===== src/rtl/hwpe_stream_fifo_bank_sched_pkg.sv =====
// Shared types for the banked multi-channel FIFO scheduler: per-channel queue
// controller states and the pop-side arbiter states.
package hwpe_stream_fifo_bank_sched_pkg;

    typedef enum logic [1:0] {
        FIFO_EMPTY  = 2'd0,
        FIFO_MIDDLE = 2'd1,
        FIFO_FULL   = 2'd2
    } fifo_state_t;

    typedef enum logic {
        UNLOCKED = 1'b0,
        LOCKED   = 1'b1
    } sched_state_t;

    // Advance a ring pointer by one; power-of-2 depths wrap through truncation.
    function automatic logic [15:0] ptr_inc(input logic [15:0] ptr);
        return ptr + 16'd1;
    endfunction

endpackage


===== src/rtl/hwpe_stream_fifo_bank_sched_ctrl.sv =====
// Queue controller for one virtual FIFO inside the shared bank: tracks
// EMPTY/MIDDLE/FULL and the push/pop pointers, with no occupancy counter.
module hwpe_stream_fifo_bank_sched_ctrl
    import hwpe_stream_fifo_bank_sched_pkg::*;
#(
    parameter  int unsigned FIFO_DEPTH = 8,
    localparam int unsigned PTR_W      = $clog2(FIFO_DEPTH)
) (
    input  logic             clk_i,
    input  logic             rst_ni,
    input  logic             clear_i,
    input  logic             push_i,
    input  logic             pop_i,
    output logic             empty_o,
    output logic             full_o,
    output logic [PTR_W-1:0] push_ptr_o,
    output logic [PTR_W-1:0] pop_ptr_o
);

    fifo_state_t      state_d, state_q;
    logic [PTR_W-1:0] push_ptr_d, push_ptr_q;
    logic [PTR_W-1:0] pop_ptr_d, pop_ptr_q;
    logic             push_s, pop_s;

    // Next state: a push into FULL or a pop from EMPTY is ignored outright.
    always_comb begin
        push_s     = push_i & (state_q != FIFO_FULL);
        pop_s      = pop_i & (state_q != FIFO_EMPTY);
        push_ptr_d = push_s ? PTR_W'(ptr_inc(16'(push_ptr_q))) : push_ptr_q;
        pop_ptr_d  = pop_s ? PTR_W'(ptr_inc(16'(pop_ptr_q))) : pop_ptr_q;
        state_d    = state_q;
        case (state_q)
            FIFO_EMPTY: begin
                state_d = push_s ? FIFO_MIDDLE : FIFO_EMPTY;
            end
            FIFO_MIDDLE: begin
                if (push_s && !pop_s && (push_ptr_d == pop_ptr_q)) begin
                    state_d = FIFO_FULL;
                end else if (pop_s && !push_s && (pop_ptr_d == push_ptr_q)) begin
                    state_d = FIFO_EMPTY;
                end else begin
                    state_d = FIFO_MIDDLE;
                end
            end
            FIFO_FULL: begin
                state_d = pop_s ? FIFO_MIDDLE : FIFO_FULL;
            end
            default: begin
                state_d = FIFO_EMPTY;
            end
        endcase
    end

    // State and pointer registers; clear returns the channel to empty.
    always_ff @(posedge clk_i or negedge rst_ni) begin
        if (!rst_ni) begin
            state_q    <= FIFO_EMPTY;
            push_ptr_q <= '0;
            pop_ptr_q  <= '0;
        end else if (clear_i) begin
            state_q    <= FIFO_EMPTY;
            push_ptr_q <= '0;
            pop_ptr_q  <= '0;
        end else begin
            state_q    <= state_d;
            push_ptr_q <= push_ptr_d;
            pop_ptr_q  <= pop_ptr_d;
        end
    end

    assign empty_o    = (state_q == FIFO_EMPTY);
    assign full_o     = (state_q == FIFO_FULL);
    assign push_ptr_o = push_ptr_q;
    assign pop_ptr_o  = pop_ptr_q;

endmodule


===== src/rtl/hwpe_stream_fifo_bank_sched.sv =====
// NB_CHAN virtual FIFOs sharing one 1W/1R bank: produces bank addresses and
// enables, and round-robin schedules which non-empty channel drains.
module hwpe_stream_fifo_bank_sched
    import hwpe_stream_fifo_bank_sched_pkg::*;
#(
    parameter  int unsigned NB_CHAN    = 4,
    parameter  int unsigned FIFO_DEPTH = 8,
    localparam int unsigned CHAN_W     = $clog2(NB_CHAN),
    localparam int unsigned PTR_W      = $clog2(FIFO_DEPTH),
    localparam int unsigned ADDR_W     = CHAN_W + PTR_W
) (
    input  logic               clk_i,
    input  logic               rst_ni,
    input  logic               clear_i,
    input  logic               push_valid_i,
    input  logic [CHAN_W-1:0]  push_chan_i,
    output logic               push_ready_o,
    output logic               pop_valid_o,
    output logic [CHAN_W-1:0]  pop_chan_o,
    input  logic               pop_ready_i,
    output logic               mem_we_o,
    output logic [ADDR_W-1:0]  mem_waddr_o,
    output logic [ADDR_W-1:0]  mem_raddr_o,
    output logic [NB_CHAN-1:0] empty_o,
    output logic [NB_CHAN-1:0] full_o
);

    typedef struct packed {
        logic [NB_CHAN-1:0]            empty;
        logic [NB_CHAN-1:0]            full;
        logic [NB_CHAN-1:0][PTR_W-1:0] push_ptr;
        logic [NB_CHAN-1:0][PTR_W-1:0] pop_ptr;
    } flags_fifo_bank_t;

    flags_fifo_bank_t              flags_s;
    logic [NB_CHAN-1:0]            empty_s, full_s;
    logic [NB_CHAN-1:0][PTR_W-1:0] push_ptr_s, pop_ptr_s;
    logic [NB_CHAN-1:0]            push_sel_s, pop_sel_s;
    logic [(1<<CHAN_W)-1:0]        full_pad_s;
    logic                          push_hs_s, pop_hs_s, any_s;
    logic [CHAN_W-1:0]             cand_s;

    sched_state_t                  sched_q;
    logic [CHAN_W-1:0]             rr_ptr_q, lock_chan_q;

    // First non-empty channel scanning upward from start, wrapping modulo NB_CHAN.
    function automatic logic [CHAN_W-1:0] rr_pick(input logic [NB_CHAN-1:0] empty,
                                                  input logic [CHAN_W-1:0]  start);
        logic [CHAN_W-1:0] idx;
        logic [CHAN_W-1:0] pick;
        logic              found;
        pick  = start;
        found = 1'b0;
        for (int i = 0; i < NB_CHAN; i++) begin
            idx = start + CHAN_W'(i);
            if (!found && !empty[idx]) begin
                pick  = idx;
                found = 1'b1;
            end
        end
        return pick;
    endfunction

    for (genvar c = 0; c < NB_CHAN; c++) begin : gen_chan
        hwpe_stream_fifo_bank_sched_ctrl #(
            .FIFO_DEPTH (FIFO_DEPTH)
        ) i_ctrl (
            .clk_i      (clk_i),
            .rst_ni     (rst_ni),
            .clear_i    (clear_i),
            .push_i     (push_sel_s[c]),
            .pop_i      (pop_sel_s[c]),
            .empty_o    (empty_s[c]),
            .full_o     (full_s[c]),
            .push_ptr_o (push_ptr_s[c]),
            .pop_ptr_o  (pop_ptr_s[c])
        );
    end

    assign flags_s.empty    = empty_s;
    assign flags_s.full     = full_s;
    assign flags_s.push_ptr = push_ptr_s;
    assign flags_s.pop_ptr  = pop_ptr_s;

    // Channel ids beyond NB_CHAN read as full so they are never accepted.
    always_comb begin
        full_pad_s                = '1;
        full_pad_s[NB_CHAN-1:0]   = flags_s.full;
    end

    assign push_ready_o = ~full_pad_s[push_chan_i];
    assign push_hs_s    = push_valid_i & push_ready_o & ~clear_i;
    assign mem_we_o     = push_hs_s;
    assign mem_waddr_o  = {push_chan_i, flags_s.push_ptr[push_chan_i]};

    assign any_s       = |(~flags_s.empty);
    assign cand_s      = rr_pick(flags_s.empty, rr_ptr_q);
    assign pop_valid_o = (sched_q == LOCKED) ? 1'b1 : any_s;
    assign pop_chan_o  = (sched_q == LOCKED) ? lock_chan_q : cand_s;
    assign pop_hs_s    = pop_valid_o & pop_ready_i & ~clear_i;
    assign mem_raddr_o = pop_valid_o ? {pop_chan_o, flags_s.pop_ptr[pop_chan_o]}
                                     : {ADDR_W{1'b0}};

    // Steer the two handshakes to the channel controllers they address.
    always_comb begin
        push_sel_s = '0;
        pop_sel_s  = '0;
        for (int c = 0; c < NB_CHAN; c++) begin
            push_sel_s[c] = push_hs_s & (push_chan_i == CHAN_W'(c));
            pop_sel_s[c]  = pop_hs_s & (pop_chan_o == CHAN_W'(c));
        end
    end

    // Pop arbiter: a stalled offer is frozen until accepted, then the
    // round-robin start moves just past the served channel.
    always_ff @(posedge clk_i or negedge rst_ni) begin
        if (!rst_ni) begin
            sched_q     <= UNLOCKED;
            rr_ptr_q    <= '0;
            lock_chan_q <= '0;
        end else if (clear_i) begin
            sched_q     <= UNLOCKED;
            rr_ptr_q    <= '0;
            lock_chan_q <= '0;
        end else begin
            case (sched_q)
                UNLOCKED: begin
                    if (pop_hs_s) begin
                        rr_ptr_q <= pop_chan_o + CHAN_W'(1);
                    end else if (pop_valid_o) begin
                        sched_q     <= LOCKED;
                        lock_chan_q <= cand_s;
                    end else begin
                        sched_q <= UNLOCKED;
                    end
                end
                LOCKED: begin
                    if (pop_hs_s) begin
                        sched_q  <= UNLOCKED;
                        rr_ptr_q <= lock_chan_q + CHAN_W'(1);
                    end else begin
                        sched_q <= LOCKED;
                    end
                end
                default: begin
                    sched_q <= UNLOCKED;
                end
            endcase
        end
    end

    assign empty_o = flags_s.empty;
    assign full_o  = flags_s.full;

endmodule


===== config.mk =====
export PLATFORM = sky130hd
export DESIGN_NAME = hwpe_stream_fifo_bank_sched
export DESIGN_NICKNAME = d
export VERILOG_FILES = /design/src/rtl/hwpe_stream_fifo_bank_sched_pkg.sv /design/src/rtl/hwpe_stream_fifo_bank_sched_ctrl.sv /design/src/rtl/hwpe_stream_fifo_bank_sched.sv
export SDC_FILE = /design/constraint.sdc
export NUM_CORES = 1
export LEC_CHECK = 0
export ABC_AREA = 1
export BUFFER_PORTS_ARGS = -buffer_cell sky130_fd_sc_hd__clkbuf_2
export CORE_MARGIN = 5
export CORE_UTILIZATION = 65
export CTS_BUF_LIST = sky130_fd_sc_hd__clkbuf_2
export CTS_CLUSTER_DIAMETER = 80
export DETAILED_ROUTE_END_ITERATION = 10
export GPL_TIMING_DRIVEN = 0
export HOLD_SLACK_MARGIN = 0.02
export PLACE_DENSITY = 0.95
export SETUP_SLACK_MARGIN = 0.2
export SYNTH_ARGS = -nofsm -noshare
export SYNTH_HDL_FRONTEND = slang
export SYNTH_HIERARCHICAL = 1
export SYNTH_SLANG_ARGS = --single-unit

===== constraint.sdc =====
create_clock -name clk_i -period 5 [get_ports clk_i]
set_clock_uncertainty 0.1 [all_clocks]
set_input_delay 0 -clock clk_i [delete_from_list [all_inputs] [get_ports clk_i]]
set_output_delay 0 -clock clk_i [all_outputs]
set_load 0.01 [all_outputs]

Word level (Yosys, flattened, before mapping):

Cells that the tools add are included.

* flip-flop bits (word level): 37
* bits in latches: 0
* memory bits (writable): 0
* bits in read-only memories: 0
* input port bits: 7
* output and inout bits: 23
* memories kept: 0

* add/sub/neg operators: 13
* multiply operators: 0
* divide/modulo/power cells: 0
* magnitude comparators: 6
* eq/ne operators: 30
* shift-type cells: 0
* multiplexer cells: 76
* bitwise operators: 24
* reductions and logical operators: 46

Operators by type and width (number)
* two-way mux 3 bit: 18
* two-way mux 2 bit: 23
* adder 3 x 1 -> 3 bit (second input constant): 8
* equality test 3 bit: 8
* one-hot mux 2 bit (3 select lines): 4
* two-way mux 1 bit: 21
* AND 1 bit: 20
* logical AND 1 bit: 19
* less-than comparator 2 x 3 -> 1 bit (second input constant): 6
* equality test 2 bit (second input constant): 8
* zero test 1 bit: 13
* binary-select mux 3 bit (select 2 bit): 2
* equality test 2 x 1 -> 1 bit (second input constant): 6
* zero test 2 bit: 6
* != test 2 bit (second input constant): 6
* binary-select mux 1 bit (select 2 bit): 5
* nonzero test 2 bit: 5
* adder 2 x 1 -> 2 bit (second input constant): 3
* != test 3 bit (second input constant): 2
* two-way mux 5 bit: 1
* adder 2 bit (second input constant): 2
* inverter 4 bit: 1
* one-hot mux 2 bit (2 select lines): 1
* OR reduction 4 bit: 1
* other kinds (4): 6

Longest topological paths before layout:

Gate-level depths: netlist (run 1).

* word-level depth: 23
* mapped depth: 25
* gate-level depth less buffers: 25

Hierarchy:

Netlist (run 1), hierarchy kept.

By module, submodules not included
* hwpe_stream_fifo_bank_sched_ctrl: times used 4, cells an instance 90, area an instance 589.3 µm², seq. area each 200.2 µm²
* hwpe_stream_fifo_bank_sched: times used 1, cells an instance 182, area an instance 1072.3 µm², seq. area each 125.1 µm²

Worst setup path before layout (run 1):

Ideal clock, no wire load.

* path type: register to register
* from: register gen_chan[3].i_ctrl.state_q[1]
* to: register gen_chan[0].i_ctrl.state_q[0]
* setup time: 131 ps
* arrival: 2476 ps
* required time: 4769 ps
* slack: 2293 ps
* cell stages (with the launch flop): 16
* path buffers: 0
* cells stage by stage: dfrtp_1 > inv_1 > nor2_1 > a22o_1 > a221oi_1 > nand3_1 > nor3_1 > nand2_4 > inv_2 > nand2_2 > nand2_1 > nand2_1 > nand2_1 > nand3_1 > nand3_1 > a21oi_2

RTL lines
* from (decl): RTL line hwpe_stream_fifo_bank_sched_ctrl.sv:20 `fifo_state_t state_d, state_q;`
* from (signal assigned): RTL line hwpe_stream_fifo_bank_sched_ctrl.sv:65 `state_q <= state_d;`
* to (signal assigned): RTL line hwpe_stream_fifo_bank_sched_ctrl.sv:65
* to (decl): RTL line hwpe_stream_fifo_bank_sched_ctrl.sv:20

==> results of run 1 <==
## critical path, stage by stage (launching register included)
cell	delay (ns)
dfrtp_1	0.47
nor2_1	0.46
inv_1	0.14
nor4_1	0.40
inv_1	0.14
nor2_4	0.18
inv_1	0.12
nand3_1	0.21
inv_1	0.08
nand3_1	0.14
inv_1	0.11
nand2_2	0.13
inv_2	0.06
nand2_1	0.08
nand2_1	0.08
nand2_1	0.06
nand2_1	0.05
nand3_1	0.08
nand3_1	0.08
a21oi_2	0.11
## synthesized netlist by cell type (6+ instances only)
cell type	number	area [sq um]
a21oi_1	20	100
a22oi_1	6	45.0
buf_4	10	75.1
dfrtp_1	37	926
ha_1	8	100
inv_1	58	218
inv_2	18	67.6
nand2_1	162	608
nand2_2	33	206
nand2_4	8	90.1
nand3_1	87	435
nor2_1	47	176
xnor2_1	8	70.1
## routing by layer
layer	GRT usage [%]	part of all wire, %	up-vias
li1	-	-	1805
met5	0	0	-
met3	4.34	8.9	20
met4	7.03	1.7	0
met2	50.2	49	172
met1	34.6	41	1742
## logic make-up after synthesis
family	count (synthesis)	share of synthesized area, %
XOR/XNOR	8	2.04
flip-flops	37	27.0
AND/OR/NAND/NOR	356	48.9
adder cells (fa/ha/maj)	8	2.92
buffers and inverters	95	12.3
AO/OA/AOI/OAI	38	6.82
## cells in the final DEF, fill, tap and decap left out, types with 10 or more instances in the layout
| cell | n |
|---|---|
| clkbuf_2 | 34 |
| dfrtp_1 | 37 |
| buf_4 | 10 |
| nand2_2 | 33 |
| inv_2 | 18 |
| nand2_1 | 162 |
| nand3_1 | 87 |
| inv_1 | 58 |
| nor2_1 | 47 |
| a21oi_1 | 20 |
## cell type report
class	count	share of cell area, %
clock buffers	5	0.662
plain buffers	17	3.27
inverters	78	7.87
well taps	70	2.32
multi-input cells	410	55.0
flip-flops and latches	37	24.5
repair buffers	35	5.43
clock inverters	2	0.926
## power by group through the flow
stage                     sequential, uW  combinational [uW]  clock (uW)
after floorplan                      322                 247           0
after global placement               323                 311           0
after detailed placement             324                 322           0
after CTS                            318                 328         189
after global routing                 320                 366         204
final                                318                 331         187
## worst min path at each step
stage	start	to	depth (start not counted)
floorplan	rst_ni	gen_chan[0].i_ctrl/pop_ptr_o[0]$_DFF_PN0_	0
global placement	rst_ni	gen_chan[1].i_ctrl/push_ptr_o[1]$_DFF_PN0_	1
detailed placement	rst_ni	gen_chan[1].i_ctrl/state_q[1]$_DFF_PN0_	1
CTS	push_valid_i	gen_chan[2].i_ctrl/push_ptr_o[1]$_DFF_PN0_	5
global route	push_valid_i	gen_chan[2].i_ctrl/push_ptr_o[0]$_DFF_PN0_	5
finish	push_valid_i	gen_chan[2].i_ctrl/push_ptr_o[1]$_DFF_PN0_	5
## registers in the layout, summed over array words and instances, names as in the netlist
register / count
gen_chan.i_ctrl/push_ptr_o: 12
rr_ptr_q: 2
lock_chan_q: 2
gen_chan.i_ctrl/pop_ptr_o: 12
gen_chan.i_ctrl/state_q: 8
sched_q: 1
## metrics by stage
stage	utilization [%]	hold slack, ns	std cells
after global routing	74.1	0.128	654
after CTS	74.1	0.109	654
after detailed placement	71.7	0.0885	641
after global placement	71.7	0.0910	641
final	74.1	0.129	654
after floorplan	-	-0.396	542
==> results.md, run 1 <==
* Mapped cell area at 3430 sq um
* GP Congestion at 0.975
* Multi-input gate area at 2080 sq um
* P_int at 494 uW
* Post-Syn Nets at between 500 and 600
* GRT Total Usage at between 20 and 30%
* Clock Latency Late Sink at about 0.4 ns
* Antenna Violating Nets Remaining at 0
* Pleak at 0.00203 uW
* Worst r2r src: gen_chan[2].i_ctrl/state_q[1]$_DFF_PN0_
* Critical path capture point type: flip-flop
* R2R Path End: gen_chan[1].i_ctrl/state_q[0]$_DFF_PN0_
* Crit Path Class: flip-flop to flip-flop
* Core area at between 5000 and 6000 sq um
* Max-slew violation count at 0
* Vias per cell at around 5.7
* Syn. warnings at 6
* Clock buffer depth at 2
* Yosys reg bits at 37
* Cells after Synth at 542
* Synth cell types at 29
* Combinational Power Share at about two fifths
* Final wirelength at between 8000 and 9000 microns
* Setup TNS at 0 ns
* Synth Flop Type: dfrtp_1
* HP Class: input port to flip-flop
* Setup crit start: gen_chan[2].i_ctrl/state_q[1]$_DFF_PN0_
* R2r worst-path depth at 19
* Rel. slew slack at between 30% and 40%
* Vias in the first global route at around 3.5k
* Area Growth Syn to Fin at 10.3%
* Slew @ Worst Pin at approximately 0.96 ns
* Sw Share at around two fifths
* Critical path required time at 5.22 ns
* Fmax at ~0.30 GHz
* Final Cell Area at 3780 sq um
* Mean post-synth cell area at roughly 6.3 sq um
* Via count at about 3.7k
* Die Span Y at 82.6 microns
* FF+latch area at 926 sq um
* Die Span X at roughly 83 microns
* Placed instance area at between 3000 and 4000 sq um
* Wire per inst at 13.3 microns
* Worst setup SP type: flip-flop
* Fin worst setup slack at 1.63 ns
* Clock sinks at 37
* Fillers at around 430
* Minimum clock period at 3.37 ns
* EDFF count, synth at 0
* P_sw at roughly 340 uW
* Initial Utilization at 67.1%
* R2r setup slk at between 1.5 and 2 ns
* DR iter-0 viols at between 200 and 250
* Final #Nets at 599
* PortBufs at 29
* Post-CTS Setup Inserts at 0
* Critical path destination: gen_chan[1].i_ctrl/state_q[0]$_DFF_PN0_
* Crit path arrival time at roughly 3.6 ns
* Status: completed
* Place WS at between 1.5 and 2 ns
* Root Buffer: clkbuf_2
* RSZ-0062 raised after global routing: false
* DIE AREA at between 6000 and 7000 sq um
* Clock power frac at about 22%
* Final hold vios at 0
* TritonCTS clock tree: built
* Pwr Total at 837 uW
* N_diodes at 0
* Register area share after synthesis at between 20% and 30%
* Pwr dens at about 220 nW/um^2
* CP max FO at 6
* Largest net degree at the start of global routing at 38
* Post-CTS sizing at 0
* H-tree depth at 2
* Maximum vdd drop at about 0.00013 V
* Clock transition at path regs at 0.21 ns
* Layout cell share with drive strength beyond 1 at 21.2%
* Period Utilization, post-route at 67.3%
* Initial antenna violation count at 0
* Final setup fails at 0
* Count of maximum capacitance violations at 0
* Estimated wirelength of the detail-placed design at 6710 microns
* CTS Buf Count at 5
* Drt pass-1 iters at 5
* DRC errors left at 0
* First-pass GRT wire length at 14900 microns
* Global route overflow at 0
* I/O pins at 30
* Async SR Flop Fraction at between 90% and 100%
* Row count at 26
* Post-CTS Hold Buffers at 6
* Sequential fraction of design power at a little under two fifths
(Power assumes the default switching activity.)
==> run 2, diff against run 1 <==
--- a/config.mk
+++ b/config.mk
@@ -8,13 +8,13 @@
 export ABC_AREA = 1
 export BUFFER_PORTS_ARGS = -buffer_cell sky130_fd_sc_hd__clkbuf_2
 export CORE_MARGIN = 5
-export CORE_UTILIZATION = 65
+export CORE_UTILIZATION = 56
 export CTS_BUF_LIST = sky130_fd_sc_hd__clkbuf_2
 export CTS_CLUSTER_DIAMETER = 80
 export DETAILED_ROUTE_END_ITERATION = 10
 export GPL_TIMING_DRIVEN = 0
 export HOLD_SLACK_MARGIN = 0.02
-export PLACE_DENSITY = 0.95
+export PLACE_DENSITY = 0.91
 export SETUP_SLACK_MARGIN = 0.2
 export SYNTH_ARGS = -nofsm -noshare
 export SYNTH_HDL_FRONTEND = slang
==> constraint.sdc (replaced) <==
create_clock -name clk_i -period 2.75 [get_ports clk_i]
set_clock_uncertainty 0.1 [all_clocks]
set_input_delay 0 -clock clk_i [delete_from_list [all_inputs] [get_ports clk_i]]
set_output_delay 0 -clock clk_i [all_outputs]
set_load 0.01 [all_outputs]
==> run 2 against run 1 <==
The run now ends with hold timing, setup timing left. Routed wire length rose by 51%. Non-clock buffer count is 66 higher. Critical path type unchanged. Worst setup slack worse by 2.0 ns. Maximum frequency grew 9.1%. First-iteration DRC count up 130%. Final area increased by 24%. Sequential share of layout area down 4.8 points. Clock power is 94% higher. Largest power group unchanged.
==> results.md, run 2 (same netlist as run 1, synthesis figures left out) <==
* Status: finished, violations left
* Failing checks: hold timing, setup timing
* DR iter-0 viols at 502 (+130%)
* Drt pass-1 iters at 8 (+3)
* DIE AREA at 7790 sq um (+14%)
* GR Util met3 at 4.84% (+0.50 points)
* R2r worst-path depth at 21 (+2)
* CP max FO at 5 (-1)
* R2r setup slk at -0.34 ns (-1.97 ns)
* Antenna Violating Nets Remaining at 0 (unchanged)
* Post-CTS Hold Buffers at 8 (+2)
* Crit Path Class: flip-flop to flip-flop
* Final #Nets at 665 (+11%)
* Die Span Y at 88.3 microns (+6.8%)
* Vias per cell at 6.17 (+7.8%)
* Placed instance count at 646 (+0.78%)
* Fillers at 357 (-18%)
* Setup crit start: gen_chan[3].i_ctrl/state_q[1]$_DFF_PN0_
* I/O pins at 30 (unchanged)
* Rel. slew slack at 34.5% (-1.4 points)
* Global route overflow at 0 (unchanged)
* Clock Latency Late Sink at 0.42 ns (+0.02 ns)
* R2R Path End: gen_chan[3].i_ctrl/state_q[0]$_DFF_PN0_
* Final Cell Area at 4710 sq um (+24%)
* Pleak at 0.00247 uW (+22%)
* Max-slew violation count at 0 (unchanged)
* Row count at 28 (+7.7%)
* Area Growth Syn to Fin at 37.2%
* Place WS at -0.208 ns (-1.98 ns)
* Core area at 5920 sq um (+16%)
* Via count at 4476 (+20%)
* Placed instance area at 3690 sq um (+0.89%)
* Die Span X at 88.3 microns (+6.8%)
* Critical path capture point type: flip-flop
* Initial Utilization at 57.9% (-9.2 points)
* GP Congestion at 0.962 (-1.4%)
* GRT Total Usage at 27.9% (+0.050 points)
* HP Class: input port to flip-flop
* Count of maximum capacitance violations at 0 (unchanged)
* Setup TNS at -2.37 ns (-2.37 ns)
* First-pass GRT wire length at 17400 microns (+17%)
* Global Route met1 Usage at 34.6% (-0.064 points)
* Final setup fails at 14 (+14)
* H-tree depth at 2 (unchanged)
* Final hold vios at 4 (+4)
* RSZ-0062 raised after global routing: true
* Most frequent cells in the layout: 140 x nand2_1, 75 x nand3_1, 58 x buf_4, 50 x nand2_2, 48 x inv_1
* Pwr dens at 475 nW/um^2 (+110%)
* TritonCTS clock tree: built
* Fmax at 0.324 GHz (+9.1%)
* Maximum vdd drop at 0.000493 V (+280%)
* Critical path required time at 2.98 ns (-2.24 ns)
* Final wirelength at 13100 microns (+51%)
* Worst r2r src: gen_chan[3].i_ctrl/state_q[1]$_DFF_PN0_
* DRC errors left at 0 (unchanged)
* Pwr Total at 2230 uW (+170%)
* Largest net degree at the start of global routing at 38 (unchanged)
* Global-route track usage on met2 at 47.5% (-2.7 points)
* Period Utilization, post-route at 112% (+45 points)
* Estimated wirelength of the detail-placed design at 6730 microns (+0.30%)
* N_diodes at 0 (unchanged)
* Fin worst setup slack at -0.336 ns (-1.97 ns)
* Clock buffer depth at 2 (unchanged)
* Crit path arrival time at 3.32 ns (-0.27 ns)
* Critical path destination: gen_chan[3].i_ctrl/state_q[0]$_DFF_PN0_
* Wire per inst at 18.1 microns (+36%)
* Root Buffer: clkbuf_2
* Vias in the first global route at 3924 (+13%)
* Final Non-Filler Cells at 726 (+11%)
* PortBufs at 29 (unchanged)
* Slew @ Worst Pin at 0.983 ns (+0.0208 ns)
* Worst setup SP type: flip-flop
* Most common cell after layout, fill and taps aside: nand2_1
* Minimum clock period at 3.09 ns (-0.280 ns)
* Clock sinks at 37 (unchanged)
* CTS Buf Count at 5 (unchanged)
* Layout cell share with drive strength beyond 1 at 39.3% (+18 points)
* Hold_ws at -0.0513 ns (-0.180 ns)
* Initial antenna violation count at 0 (unchanged)
* Most Crowded Layer GR: met2
* Clock transition at path regs at 0.24 ns (+0.03 ns)
[run 2: how the worst min path moves through the flow]
stage            start  depth (start not counted)  slack, ns                                         end
4_1_cts        clear_i                          4       0.02                  lock_chan_q[1]$_DFFE_PN0P_
5_1_grt        clear_i                          4      -0.07                           sched_q$_DFF_PN0_
6_report       clear_i                          3      -0.05                  lock_chan_q[0]$_DFFE_PN0P_
3_5_place_dp    rst_ni                          1        0.1  gen_chan[1].i_ctrl/push_ptr_o[0]$_DFF_PN0_
3_3_place_gp    rst_ni                          1       0.09  gen_chan[1].i_ctrl/push_ptr_o[0]$_DFF_PN0_
2_1_floorplan   rst_ni                          0      -0.40   gen_chan[0].i_ctrl/pop_ptr_o[0]$_DFF_PN0_
[run 2: what timing repair did]
action,in CTS,in global routing
setup endpoints to repair,23,29
gates resized for setup,43,65
endpoints found under the hold margin,50,5
buffers inserted,40,25
cloned,0,1
pin swaps,23,36
[run 2: metal layers]
layer | vias to the layer above | wire length (microns)
li1 | 1940 | -
met1 | 2027 | 4490
met2 | 385 | 6210
met3 | 124 | 1400
met4 | 0 | 1020
met5 | - | 0
[run 2: report_power, final]
group,internal (uW),switching [uW],total (uW),leakage [uW]
clock network,150,213,363,0.0000366
registers,561,20.7,581,0.000511
logic,592,698,1290,0.00192
[run 2: cell type report]
class / instances / area (sq um) / area share, %
buffer: 17 / 124 / 2.63
clock inverter: 3 / 41.3 / 0.877
multi-input combinational: 410 / 2420 / 51.3
clock buffer: 5 / 25.0 / 0.532
timing repair buffer: 101 / 774 / 16.5
sequential: 37 / 927 / 19.7
inverter: 78 / 305 / 6.49
tap: 75 / 93.8 / 1.99
[run 2: critical path: stages (launching register included)]
cell and delay [ns]:
dfrtp_1 0.47, nor2_4 0.25, nand2_2 0.12, nand2_1 0.11
nand2_2 0.07, nand2_4 0.09, nand2_1 0.11, nand2_2 0.10
nand2_1 0.08, nand2_2 0.12, nand3_4 0.11, nand2_8 0.12
inv_6 0.04, nor3_4 0.29, nand2_2 0.18, inv_4 0.12
buf_6 0.10, nand2_2 0.05, nor2_2 0.14, nand3_2 0.08
nand3_2 0.07, a21oi_2 0.05
[run 2: per-stage QoR]
step           utilization, %  hold WS, ns
2_1_floorplan               -       -0.396
3_3_place_gp             62.4       0.0949
3_5_place_dp             62.4       0.0994
4_1_cts                  72.5       0.0217
5_1_grt                  79.5      -0.0692
6_report                 79.5      -0.0513
